**config.mk**
```make
export PLATFORM = sky130hd
export DESIGN_NAME = alu0_writeback
export DESIGN_NICKNAME = d
export VERILOG_FILES = /design/src/rtl/wb_pkg.sv /design/src/rtl/wb_cmp_fifo.sv /design/src/rtl/alu0_writeback.sv
export SDC_FILE = /design/constraint.sdc
export NUM_CORES = 1
export LEC_CHECK = 0
export ABC_AREA = 1
export ABC_CLOCK_PERIOD_IN_PS = 2070
export CORE_MARGIN = 2
export CORE_UTILIZATION = 39
export DETAILED_ROUTE_END_ITERATION = 8
export GPL_TIMING_DRIVEN = 0
export PLACE_DENSITY = 0.84
export SYNTH_ARGS = -nofsm -noshare
export SYNTH_HDL_FRONTEND = slang
export SYNTH_HIERARCHICAL = 1
export SYNTH_SLANG_ARGS = --single-unit
```
**constraint.sdc**
```tcl
create_clock -name clk -period 2.07 [get_ports clk]
set_clock_uncertainty 0.1 [all_clocks]
set_input_delay 0.414 -clock clk [delete_from_list [all_inputs] [get_ports clk]]
set_output_delay 0.414 -clock clk [all_outputs]
set_load 0.01 [all_outputs]
```
**src/rtl/wb_pkg.sv**
```systemverilog
// Shared widths and the write-back entry type for the ALU0 write-back stage.
package wb_pkg;
    localparam int PR_W     = 6;
    localparam int ROB_W    = 6;
    localparam int DATA_W   = 32;
    localparam int CQ_DEPTH = 2;

    localparam logic [PR_W-1:0] PR_ZERO = 6'd0;

    typedef struct packed {
        logic [PR_W-1:0]   dest;
        logic [DATA_W-1:0] result;
    } wb_entry_t;
endpackage

```
**src/rtl/wb_cmp_fifo.sv**
```systemverilog
// Small valid/ready FIFO with wrap-around pointers and a synchronous flush.
module wb_cmp_fifo #(
    parameter int DEPTH = 2,
    parameter int W     = 6,
    localparam int AW   = (DEPTH > 1) ? $clog2(DEPTH) : 1,
    localparam int CW   = AW + 1
) (
    input  logic          clk,
    input  logic          rst_n,
    input  logic          flush,
    input  logic          push,
    input  logic [W-1:0]  din,
    input  logic          pop,
    output logic [W-1:0]  dout,
    output logic [CW-1:0] count,
    output logic          full
);
    localparam logic [CW-1:0] CNT_ONE  = CW'(1);
    localparam logic [CW-1:0] CNT_ZERO = CW'(0);
    localparam logic [CW-1:0] CNT_FULL = CW'(DEPTH);
    localparam logic [AW-1:0] PTR_ONE  = AW'(1);
    localparam logic [AW-1:0] PTR_ZERO = AW'(0);

    logic [W-1:0]  mem_q [DEPTH];
    logic [W-1:0]  mem_d [DEPTH];
    logic [AW-1:0] wr_ptr_q, wr_ptr_d;
    logic [AW-1:0] rd_ptr_q, rd_ptr_d;
    logic [CW-1:0] count_q, count_d;
    logic          push_s, pop_s;

    // Guard push/pop against overflow/underflow, then advance pointers and count.
    always_comb begin
        push_s   = push & (count_q != CNT_FULL);
        pop_s    = pop & (count_q != CNT_ZERO);
        wr_ptr_d = wr_ptr_q;
        rd_ptr_d = rd_ptr_q;
        count_d  = count_q;
        for (int i = 0; i < DEPTH; i++) begin
            mem_d[i] = mem_q[i];
        end
        if (flush) begin
            wr_ptr_d = PTR_ZERO;
            rd_ptr_d = PTR_ZERO;
            count_d  = CNT_ZERO;
        end else begin
            if (push_s) begin
                mem_d[wr_ptr_q] = din;
                wr_ptr_d        = wr_ptr_q + PTR_ONE;
            end else begin
                wr_ptr_d = wr_ptr_q;
            end
            if (pop_s) begin
                rd_ptr_d = rd_ptr_q + PTR_ONE;
            end else begin
                rd_ptr_d = rd_ptr_q;
            end
            case ({push_s, pop_s})
                2'b10:   count_d = count_q + CNT_ONE;
                2'b01:   count_d = count_q - CNT_ONE;
                default: count_d = count_q;
            endcase
        end
    end

    // Queue state registers.
    always_ff @(posedge clk or negedge rst_n) begin
        if (!rst_n) begin
            wr_ptr_q <= PTR_ZERO;
            rd_ptr_q <= PTR_ZERO;
            count_q  <= CNT_ZERO;
            for (int i = 0; i < DEPTH; i++) begin
                mem_q[i] <= '0;
            end
        end else begin
            wr_ptr_q <= wr_ptr_d;
            rd_ptr_q <= rd_ptr_d;
            count_q  <= count_d;
            for (int i = 0; i < DEPTH; i++) begin
                mem_q[i] <= mem_d[i];
            end
        end
    end

    // Head reads zero when empty so a stale ID never leaks out.
    assign dout  = (count_q != CNT_ZERO) ? mem_q[rd_ptr_q] : '0;
    assign count = count_q;
    assign full  = (count_q == CNT_FULL);
endmodule

```
**src/rtl/alu0_writeback.sv**
```systemverilog
// ALU0 write-back: one-entry WB register driving regfile write, bypass and wakeup,
// plus a completion queue towards the ROB.
module alu0_writeback
    import wb_pkg::*;
#(
    parameter int CQ_DEPTH = wb_pkg::CQ_DEPTH
) (
    input  logic              clk,
    input  logic              rst_n,
    input  logic              flush,
    input  logic              ex_vld,
    output logic              ex_ready,
    input  logic [PR_W-1:0]   ex_dest,
    input  logic [ROB_W-1:0]  ex_ROB_ID,
    input  logic [DATA_W-1:0] ex_result,
    output logic              rf_we,
    output logic [PR_W-1:0]   rf_waddr,
    output logic [DATA_W-1:0] rf_wdata,
    output logic [PR_W-1:0]   ALU0_PR_bypass,
    output logic [DATA_W-1:0] ALU0_data_bypass,
    output logic              wake_vld,
    output logic [PR_W-1:0]   wake_PR,
    output logic              rob_cmp_vld,
    output logic [ROB_W-1:0]  rob_cmp_ROB_ID,
    input  logic              rob_cmp_ready
);
    localparam int CW = ((CQ_DEPTH > 1) ? $clog2(CQ_DEPTH) : 1) + 1;

    wb_entry_t      wb_q, wb_d;
    logic           wbv_q, wbv_d;
    logic           acc_s;
    logic           pop_s;
    logic           cq_full_s;
    logic [CW-1:0]  cq_count_s;
    logic           dest_live_s;

    assign acc_s = ex_vld & ex_ready & ~flush;
    assign pop_s = rob_cmp_vld & rob_cmp_ready;

    // The entry is cleared whenever nothing is accepted so every WB output idles at zero.
    always_comb begin
        if (acc_s) begin
            wbv_d = 1'b1;
            wb_d  = '{dest: ex_dest, result: ex_result};
        end else begin
            wbv_d = 1'b0;
            wb_d  = '0;
        end
    end

    // WB register.
    always_ff @(posedge clk or negedge rst_n) begin
        if (!rst_n) begin
            wbv_q <= 1'b0;
            wb_q  <= '0;
        end else begin
            wbv_q <= wbv_d;
            wb_q  <= wb_d;
        end
    end

    wb_cmp_fifo #(
        .DEPTH (CQ_DEPTH),
        .W     (ROB_W)
    ) u_cmp_fifo (
        .clk   (clk),
        .rst_n (rst_n),
        .flush (flush),
        .push  (acc_s),
        .din   (ex_ROB_ID),
        .pop   (pop_s),
        .dout  (rob_cmp_ROB_ID),
        .count (cq_count_s),
        .full  (cq_full_s)
    );

    // PR 0 is hardwired zero: never written, never woken, never forwarded.
    assign dest_live_s      = wbv_q & (wb_q.dest != PR_ZERO);
    assign rf_we            = dest_live_s;
    assign rf_waddr         = wb_q.dest;
    assign rf_wdata         = wb_q.result;
    assign ALU0_PR_bypass   = wbv_q ? wb_q.dest : PR_ZERO;
    assign ALU0_data_bypass = (wbv_q && (wb_q.dest != PR_ZERO)) ? wb_q.result : 32'd0;
    assign wake_vld         = dest_live_s;
    assign wake_PR          = wb_q.dest;

    assign rob_cmp_vld = (cq_count_s != CW'(0));
    assign ex_ready    = ~cq_full_s;
endmodule

```
* Word level (Yosys, flattened, before mapping)
Index checks and enable logic that the tools add are counted.
** Word-level totals
- Bits in registers :: 55
- Input bits :: 49
- Word-level logic and storage cells :: 54
** Cells by class
- Add/subtract/negate cells :: 4
- Order comparisons :: 3
- Equality and inequality tests :: 4
- Muxes and demuxes :: 17
- Bitwise logic cells :: 10
- Reductions and logical operators :: 8
** Operators with widths (count)
- $mux W38 :: 1
- $mux W6 :: 6
- $mux W32 :: 1
- $bwmux W12 :: 1
- $and A1 B1 Y1 :: 6
- $demux W6 S1 :: 1
- $reduce_bool A2 Y1 :: 3
- $reduce_bool A6 Y1 :: 1
- $mux W1 :: 5
- $eq A2 B2 Y1 const B :: 2
- $ge A2 B2 Y1 const B :: 2
- $not A1 Y2 :: 2
- $pmux W2 S2 :: 1
- $reduce_bool A3 Y1 :: 1
- $add A1 B1 Y1 const B :: 2
- $add A2 B1 Y2 const B :: 1
- $eq A2 B1 Y1 const B :: 1
- $logic_and A1 B1 Y1 :: 2
- $lt A2 B1 Y1 const B :: 1
- $mux W2 :: 1
- $ne A2 B2 Y1 const B :: 1
- $not A1 Y1 :: 2
- $reduce_and A2 Y1 :: 1
- $sub A2 B1 Y2 const B :: 1

* Depth between registers and ports, before layout
- Word-level depth :: 8
- Gate-level depth with buffers :: 14
- Gate-level depth less buffers :: 12

* Hierarchy
The synthesis kept the hierarchy.
** By module, submodules not included
- alu0_writeback :: times used 1, cells an instance 218, area an instance 1813.0 um^2, sequential area each 975.9 um^2
- wb_cmp_fifo :: times used 1, cells an instance 97, area an instance 848.3 um^2, sequential area each 400.4 um^2

* Worst setup path after synthesis
OpenSTA, ideal clock, no wires.
- Kind :: register -> register
- From :: register u_cmp_fifo.count_q[0], in the netlist u_cmp_fifo/count[0]
- To :: register u_cmp_fifo/mem_q[1] (netlist bit)
- Library setup time :: 0.118 ns
- Data arrival time :: 1.779 ns
- Path slack :: 0.073 ns
- Cell stages (with the launch flop) :: 15
- Path buffers :: 3
- Clock period less this slack :: 1.997 ns
- Cells stage by stage :: dfrtp_1 -> inv_2 -> nand2_1 -> inv_1 -> inv_1 -> nand2_1 -> buf_6 -> buf_12 -> inv_1 -> inv_1 -> a21oi_4 -> nand3_2 -> buf_6 -> nand2_1 -> o21ai_2
** On the way
- Cells in the longest elaborated chain, start to end :: 6
- Elaborated cells between the ends (all ways) :: 7
** Ends and longest elaborated chain
- start, declared :: line wb_cmp_fifo.sv:28 : logic [CW-1:0] count_q, count_d;
- start signal, assigned :: line wb_cmp_fifo.sv:77 : count_q <= count_d;
- $eq A2 B2 Y1 :: line wb_cmp_fifo.sv:87 : assign full = (count_q == CNT_FULL);
- net cq_full_s :: line alu0_writeback.sv:33 : logic cq_full_s;
- $not A1 Y1 :: line alu0_writeback.sv:88 : assign ex_ready = ~cq_full_s;
- net ex_ready :: line alu0_writeback.sv:12 : output logic ex_ready,
- $and A1 B1 Y1 (2 in a row) :: line alu0_writeback.sv:37 : assign acc_s = ex_vld & ex_ready & ~flush;
- net acc_s :: line alu0_writeback.sv:31 : logic acc_s;
- $and A1 B1 Y1 :: line wb_cmp_fifo.sv:33 : push_s = push & (count_q != CNT_FULL);
- $reduce_and A2 Y1 (no source line)
- end signal, assigned by index :: line wb_cmp_fifo.sv:79 : mem_q[i] <= mem_d[i];
- end, declared :: line wb_cmp_fifo.sv:24 : logic [W-1:0] mem_q [DEPTH];
The timed path passes the listed nets, and every way through them passes these cells.
A chain may end at the register's enable or synchronous reset.

* Worst setup path in the final report
- From :: register wb_q, in the netlist rf_waddr[3]
- To :: output port ALU0_data_bypass[14]
** On the way
- Cells in the longest elaborated chain, start to end :: 3
** Ends and longest elaborated chain
- start, declared :: line alu0_writeback.sv:29 : wb_entry_t wb_q, wb_d;
- start signal, assigned :: line alu0_writeback.sv:58 : wb_q <= wb_d;
- $reduce_bool A6 Y1 :: line alu0_writeback.sv:83 : assign ALU0_data_bypass = (wbv_q && (wb_q.dest != PR_ZERO)) ? wb_q.result : 32'd0;
- $logic_and A1 B1 Y1 :: line alu0_writeback.sv:83
- $mux W32 :: line alu0_writeback.sv:83
- end, declared :: line alu0_writeback.sv:20 : output logic [DATA_W-1:0] ALU0_data_bypass,
No other way between the ends.

==> impl_metrics.toml <==
[clock_tree]
clk_latency_ns = 0.30
clockRootBuffer = "clkbuf_8"
cts_tree = "done"
clkTransAtPathRegs_ns = 0.09
cts.htree.levels = 2
clock-sinks = 55
clock_path_buffers = 2
cts_made_buffers = 5

[die]
ios = 141
rows = 30
core_area_um2 = 6680
initial_utilization = 0.398
die_area_um2 = 7500
fp.dieW_um = 86.6
die_h_um = 86.6

[global_route]
antenna_found_initial = 0
grt_pass1_vias = 2447
grt_start_max_net_pins = 41
grt_first_pass_wirelength_mm = 11.0
grt_remaining_overflow = 0
gr-usage-all-layers = 0.187

[timing]
worstMarginPinSlew_ns = 0.397
fin_crit_sh = 0.975
fmax_ghz = 0.495
slew_violations = 0
relSlewSlack = 0.736
hold_viol = 0
post-route-min-period_ns = 2.02
rsz0062_at_grt = "true"
setup_viol = 0
setup_slack_ns = 0.0513
finalSetupTns_ns = 0

[critical_path]
slowest_stage = "dfrtp_1"
cp_common_cell = "nor2_1"
reg2reg_slack_ns = 0.12
crit_chain = "nor2_1 > nand3_1 > nand2_4 > buf_12 > buf_8 > nor2_1 > buf_2"
r2r-end = "u_cmp_fifo/mem_q[8]$_DFFE_PN0P_"
reg2reg_from = "u_cmp_fifo/count[0]$_DFFE_PN0P_"
crit_path_end_kind = "output port"
start_kind = "register"
crit_required_ns = 1.56
worstSetupPathType = "register to output port"
worst_ep_arrival_time_ns = 1.50
crit_fanout = 7
max_stage_delay_ns = 0.38
r2r_cells = 14

[cells_and_area]
num_antenna_cells = 0
multi_input_area_um2 = 827
drive_gt1_frac = 0.270
syn_to_final_growth_pct = 64.5
fillers = 529
regArea_um2 = 1380
fin_cells = 568
final_nets = 537
fin_util = 0.655

[power]
p_leak_nw = 2.31
power_density_nw_per_um2 = 554
ir_drop_mv = 0.325

[placed_design]
routabilityCongestion = 0.805
dp_hpwl_mm = 5.27
dpl_worst_slack_ns = -0.431
portBuffers = 140
place_inst = 536

[min_path]
min_to = "u_cmp_fifo/mem_q[6]$_DFFE_PN0P_"
hold-path-cell-count = 2
hp-class = "register to register"
hold_start = "u_cmp_fifo/mem_q[6]$_DFFE_PN0P_"

[synthesis]
synth_edf_count = 0
ys_seq_area_frac = 0.517
syn_nets = 364
synth_cells = 315
synth-seq-cells = 55
synth_cell_types = 25
synthFlopType = "dfrtp_1"
syn_area_um2 = 2660
synthArstFlopShare = 1.00
ys_warn_count = 6
syn_avg_cell_area_um2 = 8.45

[drt]
vias = 2466
drt-wirelength-per-cell_um = 12.4
met3_wirelength_um = 490
wl_met2_mm = 3.73
top_layer = "met4"
drtIter0Drc = 76
ant_nets = 0
drt_wl_total_mm = 7.03
remaining_drc_errors = 0
dr.pass1.iters = 6
vias_per_cell = 4.34
wl_met1_mm = 2.74

[job]
max_cap_viol_count = 0

[outcome]
status = "completed"
==> worst max path at each step <==
stage                                         start                              end  slack, ns  cells after the start
finish                        rf_waddr[3]$_DFF_PN0_             ALU0_data_bypass[14]       0.05                      7
global route                  rf_waddr[0]$_DFF_PN0_             ALU0_data_bypass[14]      -0.06                      7
CTS                           rf_waddr[3]$_DFF_PN0_                         wake_vld      -0.14                      7
detailed placement                            flush  u_cmp_fifo/mem_q[4]$_DFFE_PN0P_      -0.43                     12
global placement                              rst_n            rf_wdata[4]$_DFF_PN0_      -1.16                      1
floorplan           u_cmp_fifo/count[0]$_DFFE_PN0P_  u_cmp_fifo/mem_q[1]$_DFFE_PN0P_       0.07                     14
==> what timing repair did <==
| item | in CTS | in global routing |
|---|---|---|
| hold buffers | 1 | 0 |
| hold endpoints to repair | 15 | 0 |
| setup endpoints to repair | 57 | 56 |
| gates cloned | 2 | 0 |
| buffers inserted | 20 | 4 |
| pin swaps | 3 | 5 |
| resized for setup | 124 | 49 |
==> power by group <==
group | total [W] | switching [W] | internal, W
Sequential | 0.00123 | 0.0000611 | 0.00117
Clock | 0.000592 | 0.000329 | 0.000263
Combinational | 0.000601 | 0.000276 | 0.000325
==> registers in the layout (all words and copies together) (netlist names) <==
signal and count:
u_cmp_fifo/rd_ptr_q 1, u_cmp_fifo/mem_q 12, wbv_q 1, rf_waddr 6, rf_wdata 32, u_cmp_fifo/count 2, u_cmp_fifo/wr_ptr_q 1
==> metrics by stage <==
| step | instance area (um2) | total power (W) | hold slack [ns] |
|---|---|---|---|
| CTS | 4370 | 0.00244 | 0.397 |
| floorplan | 2660 | 0.00152 | 0.0184 |
| finish | 4380 | 0.00243 | 0.395 |
| global route | 4380 | 0.00257 | 0.429 |
| detailed placement | 4180 | 0.00181 | 0.264 |
| global placement | 4160 | 0.00179 | 0.365 |
==> kinds of logic after synthesis <==
| kind of cell | Yosys count | share of synthesized area |
|---|---|---|
| AO/OA/AOI/OAI | 25 | 0.0705 |
| buffers and inverters | 108 | 0.188 |
| flip-flops | 55 | 0.517 |
| AND/OR/NAND/NOR | 127 | 0.224 |
==> Yosys cell counts, types with 2 or more instances <==
cell	n	area share
a21oi_1	7	0.013
buf_2	2	0.0038
buf_4	7	0.020
buf_6	4	0.017
clkbuf_8	2	0.010
dfrtp_1	55	0.52
inv_1	90	0.13
inv_2	2	0.0028
nand2_1	40	0.056
nand3_1	2	0.0038
nand4_1	3	0.0071
nor2_1	65	0.092
nor2_2	3	0.0071
nor2_4	9	0.038
o21ai_1	3	0.0056
o21ai_2	12	0.039
==> critical path: cells and delay by family, from the launching register on <==
| kind | cells | cell delay (ns) |
|---|---|---|
| buf+inv | 3 | 0.37 |
| flops | 1 | 0.38 |
| simple gates | 4 | 0.45 |
==> layout by cell type (no fill, tap or decap), types with 2 or more instances in the layout <==
cell | synthesis | routed
a21oi_1 | 7 | 7
inv_4 | 0 | 3
nor2_2 | 3 | 6
buf_6 | 4 | 11
buf_4 | 7 | 24
buf_12 | 1 | 3
nand2_1 | 40 | 37
clkbuf_2 | 0 | 10
dfrtp_1 | 55 | 51
inv_1 | 90 | 86
clkbuf_8 | 2 | 6
dlygate4sd2_1 | 0 | 8
nand3_1 | 2 | 2
o21ai_2 | 12 | 12
nand2_4 | 1 | 2
nand4_1 | 3 | 3
nor2_1 | 65 | 60
clkdlybuf4s50_1 | 0 | 96
dfrtp_2 | 0 | 4
inv_2 | 2 | 3
buf_2 | 2 | 26
nor2_4 | 9 | 11
buf_8 | 0 | 2
o21ai_1 | 3 | 3
nand2_2 | 1 | 3
==> cell type report <==
type | instances | share of cell area
clock inverter | 1 | 0.00114
tap | 80 | 0.0229
timing repair buffer | 168 | 0.342
multi-input combinational | 152 | 0.189
sequential | 55 | 0.316
inverter | 92 | 0.0806
buffer | 14 | 0.0300
clock buffer | 6 | 0.0189
==> metal layers <==
metal / global-route usage / up-vias
met2: 0.352 / 98
li1: - / 1232
met5: 0 / -
met3: 0.0505 / 6
met1: 0.209 / 1130
met4: 0.0469 / 0
Note: power is estimated with default switching activity, not from simulation.
